### src/rtl/my_arb_pkg.sv
// Shared constants, state encoding and debug view for the round-robin arbiter family.
// The default hold limit only matters when MY_RR_ARB_TIMEOUT_EN is defined.
package my_arb_pkg;

    localparam int NREQ             = 8;
    localparam int ID_W             = 3;
    localparam int CNT_W            = 8;
    localparam int HOLD_MAX_DEFAULT = 16;

    typedef enum logic [0:0] {
        IDLE  = 1'b0,
        GRANT = 1'b1
    } arb_state_t;

    typedef struct packed {
        arb_state_t        state;
        logic [ID_W-1:0]   ptr;
        logic [CNT_W-1:0]  hold_cnt;
    } arb_dbg_t;

    function automatic logic [NREQ-1:0] id_to_onehot(input logic [ID_W-1:0] id);
        logic [NREQ-1:0] one;
        one = 1;
        return one << id;
    endfunction

endpackage

### src/rtl/my_or8way.sv
// Eight-input OR reduction, used to flag any pending request.
module my_or8way (
    input  logic [7:0] a,
    output logic       y
);

    assign y = |a;

endmodule

### src/rtl/my_rr_pick8.sv
// Rotated priority search: first set req bit in the order ptr, ptr+1, ... ptr+7 (mod 8).
module my_rr_pick8
    import my_arb_pkg::*;
(
    input  logic [NREQ-1:0] req,
    input  logic [ID_W-1:0] ptr,
    output logic [ID_W-1:0] winner_id,
    output logic            winner_valid
);

    logic [ID_W-1:0] idx;

    always_comb begin
        winner_id    = '0;
        winner_valid = 1'b0;
        idx          = '0;
        for (int i = 0; i < NREQ; i++) begin
            idx = ptr + ID_W'(i);
            if (!winner_valid && req[idx]) begin
                winner_id    = idx;
                winner_valid = 1'b1;
            end
        end
    end

endmodule

### src/rtl/my_rr_arbiter8.sv
// Eight-way round-robin arbiter with a registered one-hot grant held until release.
// Optional forced rotation after HOLD_MAX cycles when MY_RR_ARB_TIMEOUT_EN is defined.
module my_rr_arbiter8
    import my_arb_pkg::*;
#(
    parameter int HOLD_MAX = HOLD_MAX_DEFAULT
) (
    input  logic            clk,
    input  logic            reset,
    input  logic [NREQ-1:0] req,
    output logic [NREQ-1:0] grant,
    output logic [ID_W-1:0] grant_id,
    output logic            busy,
    output logic            any_req,
    output arb_dbg_t        dbg
);

    // Handshake: a requester raises req[i] and keeps it high for as long as it
    // needs the resource; grant[i] rises one edge later and stays until the edge
    // on which req[i] is seen low (or a timeout preempts), when it moves on.

    localparam logic [CNT_W-1:0] HOLD_LAST = CNT_W'(HOLD_MAX - 1);

    arb_state_t        state, state_n;
    logic [NREQ-1:0]   grant_q, grant_n;
    logic [ID_W-1:0]   gid_q, gid_n;
    logic [ID_W-1:0]   ptr_q, ptr_n;
    logic [CNT_W-1:0]  hold_cnt;
    logic              load;
    logic              timeout;
    logic [NREQ-1:0]   pick_req;
    logic [ID_W-1:0]   pick_ptr;
    logic [ID_W-1:0]   win_id;
    logic              win_valid;

    my_or8way u_or (
        .a (req),
        .y (any_req)
    );

    // One search serves both paths: from ptr when idle, from the holder's
    // successor (holder masked out) when handing over or preempting.
    assign pick_req = req & ~grant_q;
    assign pick_ptr = (state == GRANT) ? gid_q + 3'd1 : ptr_q;

    my_rr_pick8 u_pick (
        .req          (pick_req),
        .ptr          (pick_ptr),
        .winner_id    (win_id),
        .winner_valid (win_valid)
    );

`ifdef MY_RR_ARB_TIMEOUT_EN
    localparam bit TIMEOUT_EN = 1'b1;
    localparam logic [CNT_W-1:0] HOLD_SAT = CNT_W'(HOLD_MAX);
    logic [CNT_W-1:0] hold_cnt_n;

    always_comb begin
        hold_cnt_n = hold_cnt;
        if (load || state_n == IDLE) begin
            hold_cnt_n = '0;
        end else if (hold_cnt < HOLD_SAT) begin
            hold_cnt_n = hold_cnt + 8'd1;
        end
    end

    always_ff @(posedge clk or posedge reset) begin
        if (reset) begin
            hold_cnt <= '0;
        end else begin
            hold_cnt <= hold_cnt_n;
        end
    end
`else
    localparam bit TIMEOUT_EN = 1'b0;
    assign hold_cnt = '0;
`endif

    assign timeout = TIMEOUT_EN && (hold_cnt == HOLD_LAST) && win_valid;

    always_ff @(posedge clk or posedge reset) begin
        if (reset) begin
            state   <= IDLE;
            grant_q <= '0;
            gid_q   <= '0;
            ptr_q   <= '0;
        end else begin
            state   <= state_n;
            grant_q <= grant_n;
            gid_q   <= gid_n;
            ptr_q   <= ptr_n;
        end
    end

    always_comb begin
        state_n = state;
        grant_n = grant_q;
        gid_n   = gid_q;
        ptr_n   = ptr_q;
        load    = 1'b0;
        case (state)
            IDLE: begin
                if (any_req) begin
                    load    = 1'b1;
                    grant_n = id_to_onehot(win_id);
                    gid_n   = win_id;
                    state_n = GRANT;
                end
            end
            GRANT: begin
                if (!req[gid_q] || timeout) begin
                    ptr_n = gid_q + 3'd1;
                    if (win_valid) begin
                        load    = 1'b1;
                        grant_n = id_to_onehot(win_id);
                        gid_n   = win_id;
                    end else begin
                        grant_n = '0;
                        state_n = IDLE;
                    end
                end
            end
            default: begin
                grant_n = '0;
                state_n = IDLE;
            end
        endcase
    end

    always_comb begin
        grant        = grant_q;
        grant_id     = gid_q;
        busy         = |grant_q;
        dbg.state    = state;
        dbg.ptr      = ptr_q;
        dbg.hold_cnt = hold_cnt;
    end

endmodule

### config.mk
export PLATFORM = sky130hd
export DESIGN_NAME = my_rr_arbiter8
export DESIGN_NICKNAME = d
export VERILOG_FILES = /design/src/rtl/my_arb_pkg.sv /design/src/rtl/my_or8way.sv /design/src/rtl/my_rr_pick8.sv /design/src/rtl/my_rr_arbiter8.sv
export SDC_FILE = /design/constraint.sdc
export NUM_CORES = 1
export LEC_CHECK = 0
export ABC_AREA = 1
export BUFFER_PORTS_ARGS = -buffer_cell sky130_fd_sc_hd__buf_2
export CAP_MARGIN = 20
export CORE_MARGIN = 3
export CORE_UTILIZATION = 25
export DETAILED_ROUTE_END_ITERATION = 16
export PLACE_DENSITY = 0.48
export REMOVE_ABC_BUFFERS = 1
export SYNTH_ARGS = -nofsm -noshare
export SYNTH_HDL_FRONTEND = slang
export SYNTH_SLANG_ARGS = --single-unit
### constraint.sdc
create_clock -name clk -period 3.62 [get_ports clk]
set_input_delay 0.543 -clock clk [delete_from_list [all_inputs] [get_ports clk]]
set_output_delay 0.543 -clock clk [all_outputs]
set_load 0.01 [all_outputs]
==> results.py <==
metrics = {
    "outcome": {
        "outcome": "finished clean",
    },
    "floorplan": {
        "dieWidth_um": 95.29,
        "start_util": 0.2663,
        "num_io_pins": 35,
        "num_rows": 31,
        "die_h_um": 95.29,
        "core_area_um2": 7486,
        "die_area_um2": 9080,
    },
    "drt": {
        "viasPerCell": 4.631,
        "finalWirelength_mm": 5.970,
        "ant_nets": 0,
        "drc_errors": 0,
        "drtIter0Drc": 159,
        "wl_per_cell_um": 12.87,
        "dr.pass1.iters": 4,
        "num_vias": 2149,
    },
    "timing": {
        "finalSetupTns_ns": 0,
        "hold_violations": 0,
        "finalCriticalPeriod_ns": 3.314,
        "fin_crit_sh": 0.9156,
        "slew_viol_final": 0,
        "tightest_slew_ns": 0.6328,
        "fmax_mhz": 301.7,
        "rsz0062_at_grt": "no",
        "maxSlewHeadroom": 0.5777,
        "fin_skew_ns": 0.003403,
        "setup_viol": 0,
    },
    "cts": {
        "cts_hold_buf": 0,
        "cts_resized": 0,
        "cts_tree": "done",
        "clk_path_buf_depth": 2,
        "cts_setup_buffers": 0,
        "insertion_delay_ns": 0.25,
        "cts.htree.levels": 1,
        "clk_pin_slew_ns": 0.07,
        "cts_sinks": 15,
        "numCtsBuffers": 3,
        "cts_root_buffer": "clkbuf_8",
    },
    "synth": {
        "yosys-top-cells-area": "nand2_1 24%, dfrtp_1 19%, nand3_1 14%",
        "yosysTopAreaCell": "nand2_1",
        "synth_warnings": 0,
        "synth_top_area_share": 0.2354,
        "synth-seq-cells": 15,
        "synth_area_per_cell_um2": 5.794,
        "netlist_area_um2": 1993,
        "synth_cell_type_count": 29,
        "synth_seq_area_share": 0.1883,
        "synth_cells": 344,
    },
    "cells_and_area": {
        "num-fill-cells": 852,
        "diodes": 0,
        "finalNetCount": 379,
        "drive_gt1_frac": 0.1808,
        "layout_common_cells": "125 x nand2_1, 56 x nand3_1, 37 x inv_1, 27 x nor2_1, 26 x buf_2",
        "final_common_cell": "nand2_1",
        "final_cell_area_um2": 2185,
        "area_delta_synth_final_pct": 9.605,
        "final_util": 0.2918,
    },
    "global_route": {
        "grtUsageMet1": 0.2048,
        "met3_usage": 0.007103,
        "grt.busiest_layer": "met2",
        "grt_util_all_layers": 0.1372,
        "grt_pass1_wl_mm": 9.894,
        "met2_usage": 0.2216,
        "grt_pass1_vias": 1964,
        "grt_max_degree": 21,
        "antenna_found_initial": 0,
        "grt_overflow": 0,
    },
    "setup_path": {
        "critical-path-top-delay-family": "simple AND/OR/NAND/NOR gates",
        "crit_chain": "ha_1 > nand2_1 > nand2_4 > ha_1 > inv_1 > nand3_1 > nand2_1 > nand2_1 > nand2_1 > nor2_2 > nand4_2 > nor2_4 > nand2_2 > nor2_2 > nand2_2 > nand2_4 > nand2_1 > o21ai_0",
        "worstSetupPathType": "reg -> reg",
        "cpMostUsedCell": "nand2_1",
        "required_ns": 3.75,
        "path_buf_inv": 1,
        "crit_path_end_kind": "flip-flop",
        "cpPeakStageDelay_ns": 0.58,
        "cp-start-kind": "flip-flop",
        "crit_fanout": 15,
        "rrSetupSlack_ns": 0.31,
        "cp_slowest_cell": "dfrtp_1",
        "critPathArrivalTime_ns": 3.44,
    },
    "worst_hold_path": {
        "holdCritPathClass": "in -> async",
    },
    "placement": {
        "place.gp.congestion": 0.8368,
        "port_buffers": 26,
        "place_area_um2": 2138,
        "hpwl_mm": 4.863,
    },
    "job": {
        "drv_cap": 0,
    },
}
## worst paths after layout
check | from | end | depth (start not counted)
max | grant_id[0] | grant_id[0] | 18
min | reset | grant_id[0] | 2
max in group asynchronous | reset | grant_id[1] | 2
min reg2reg | ptr_q[2] | ptr_q[2] | 2
max reg2reg | grant_id[0] | grant_id[0] | 18
min in group clk | ptr_q[2] | ptr_q[2] | 2
## cell usage after synthesis (all sizes together)
master,number
conb,1
o32ai,1
ha,3
nor4,4
dfrtp,15
a21boi,1
nand4,9
inv,42
nand2,146
o21ai,7
a21oi,7
buf,15
a31oi,1
o211ai,2
clkbuf,1
nand3,56
nor2,32
mux2,1
## kinds of logic after synthesis
logic type      synth area share
other cells             0.001881
mux                     0.005649
buf+inv                   0.1494
compound gates           0.05775
simple gates              0.5782
flops                     0.1883
fa+ha+maj                0.01883
## area by class of cell
cell class / instances / area, um2 / share of cell area
Inverter: 42 / 162.7 / 0.07446
Sequential cell: 15 / 375.4 / 0.1718
Multi-Input combinational cell: 278 / 1346 / 0.6163
Clock inverter: 1 / 5.005 / 0.002291
Timing Repair Buffer: 26 / 130.1 / 0.05956
Tap cell: 99 / 123.9 / 0.05670
Clock buffer: 3 / 41.29 / 0.01890
## state kept, by name (all words and copies together), names as in the netlist
| register | cells |
|---|---|
| grant | 8 |
| grant_id | 3 |
| ptr_q | 3 |
| state | 1 |
## metal layers
metal  vias to the layer above  share of wire  wire length (um)
li1                       1118              -                 -
met1                       975           0.51              3021
met2                        54           0.45              2686
met3                         2          0.041               247
met4                         0         0.0023                14
met5                         -              0                 0
## metrics by stage
step	std cells	setup slack (ns)	hold WS, ns
final	464	0.3055	0.3648
after global routing	464	0.006135	0.4028
after CTS	464	0.2899	0.3788
after detailed placement	460	0.3344	0.5488
after global placement	460	0.2893	0.5434
after floorplan	335	0.8200	0.4445
Power is not shown: default switching activity piles up to over one toggle a cycle in this logic, so the estimate is an artifact.
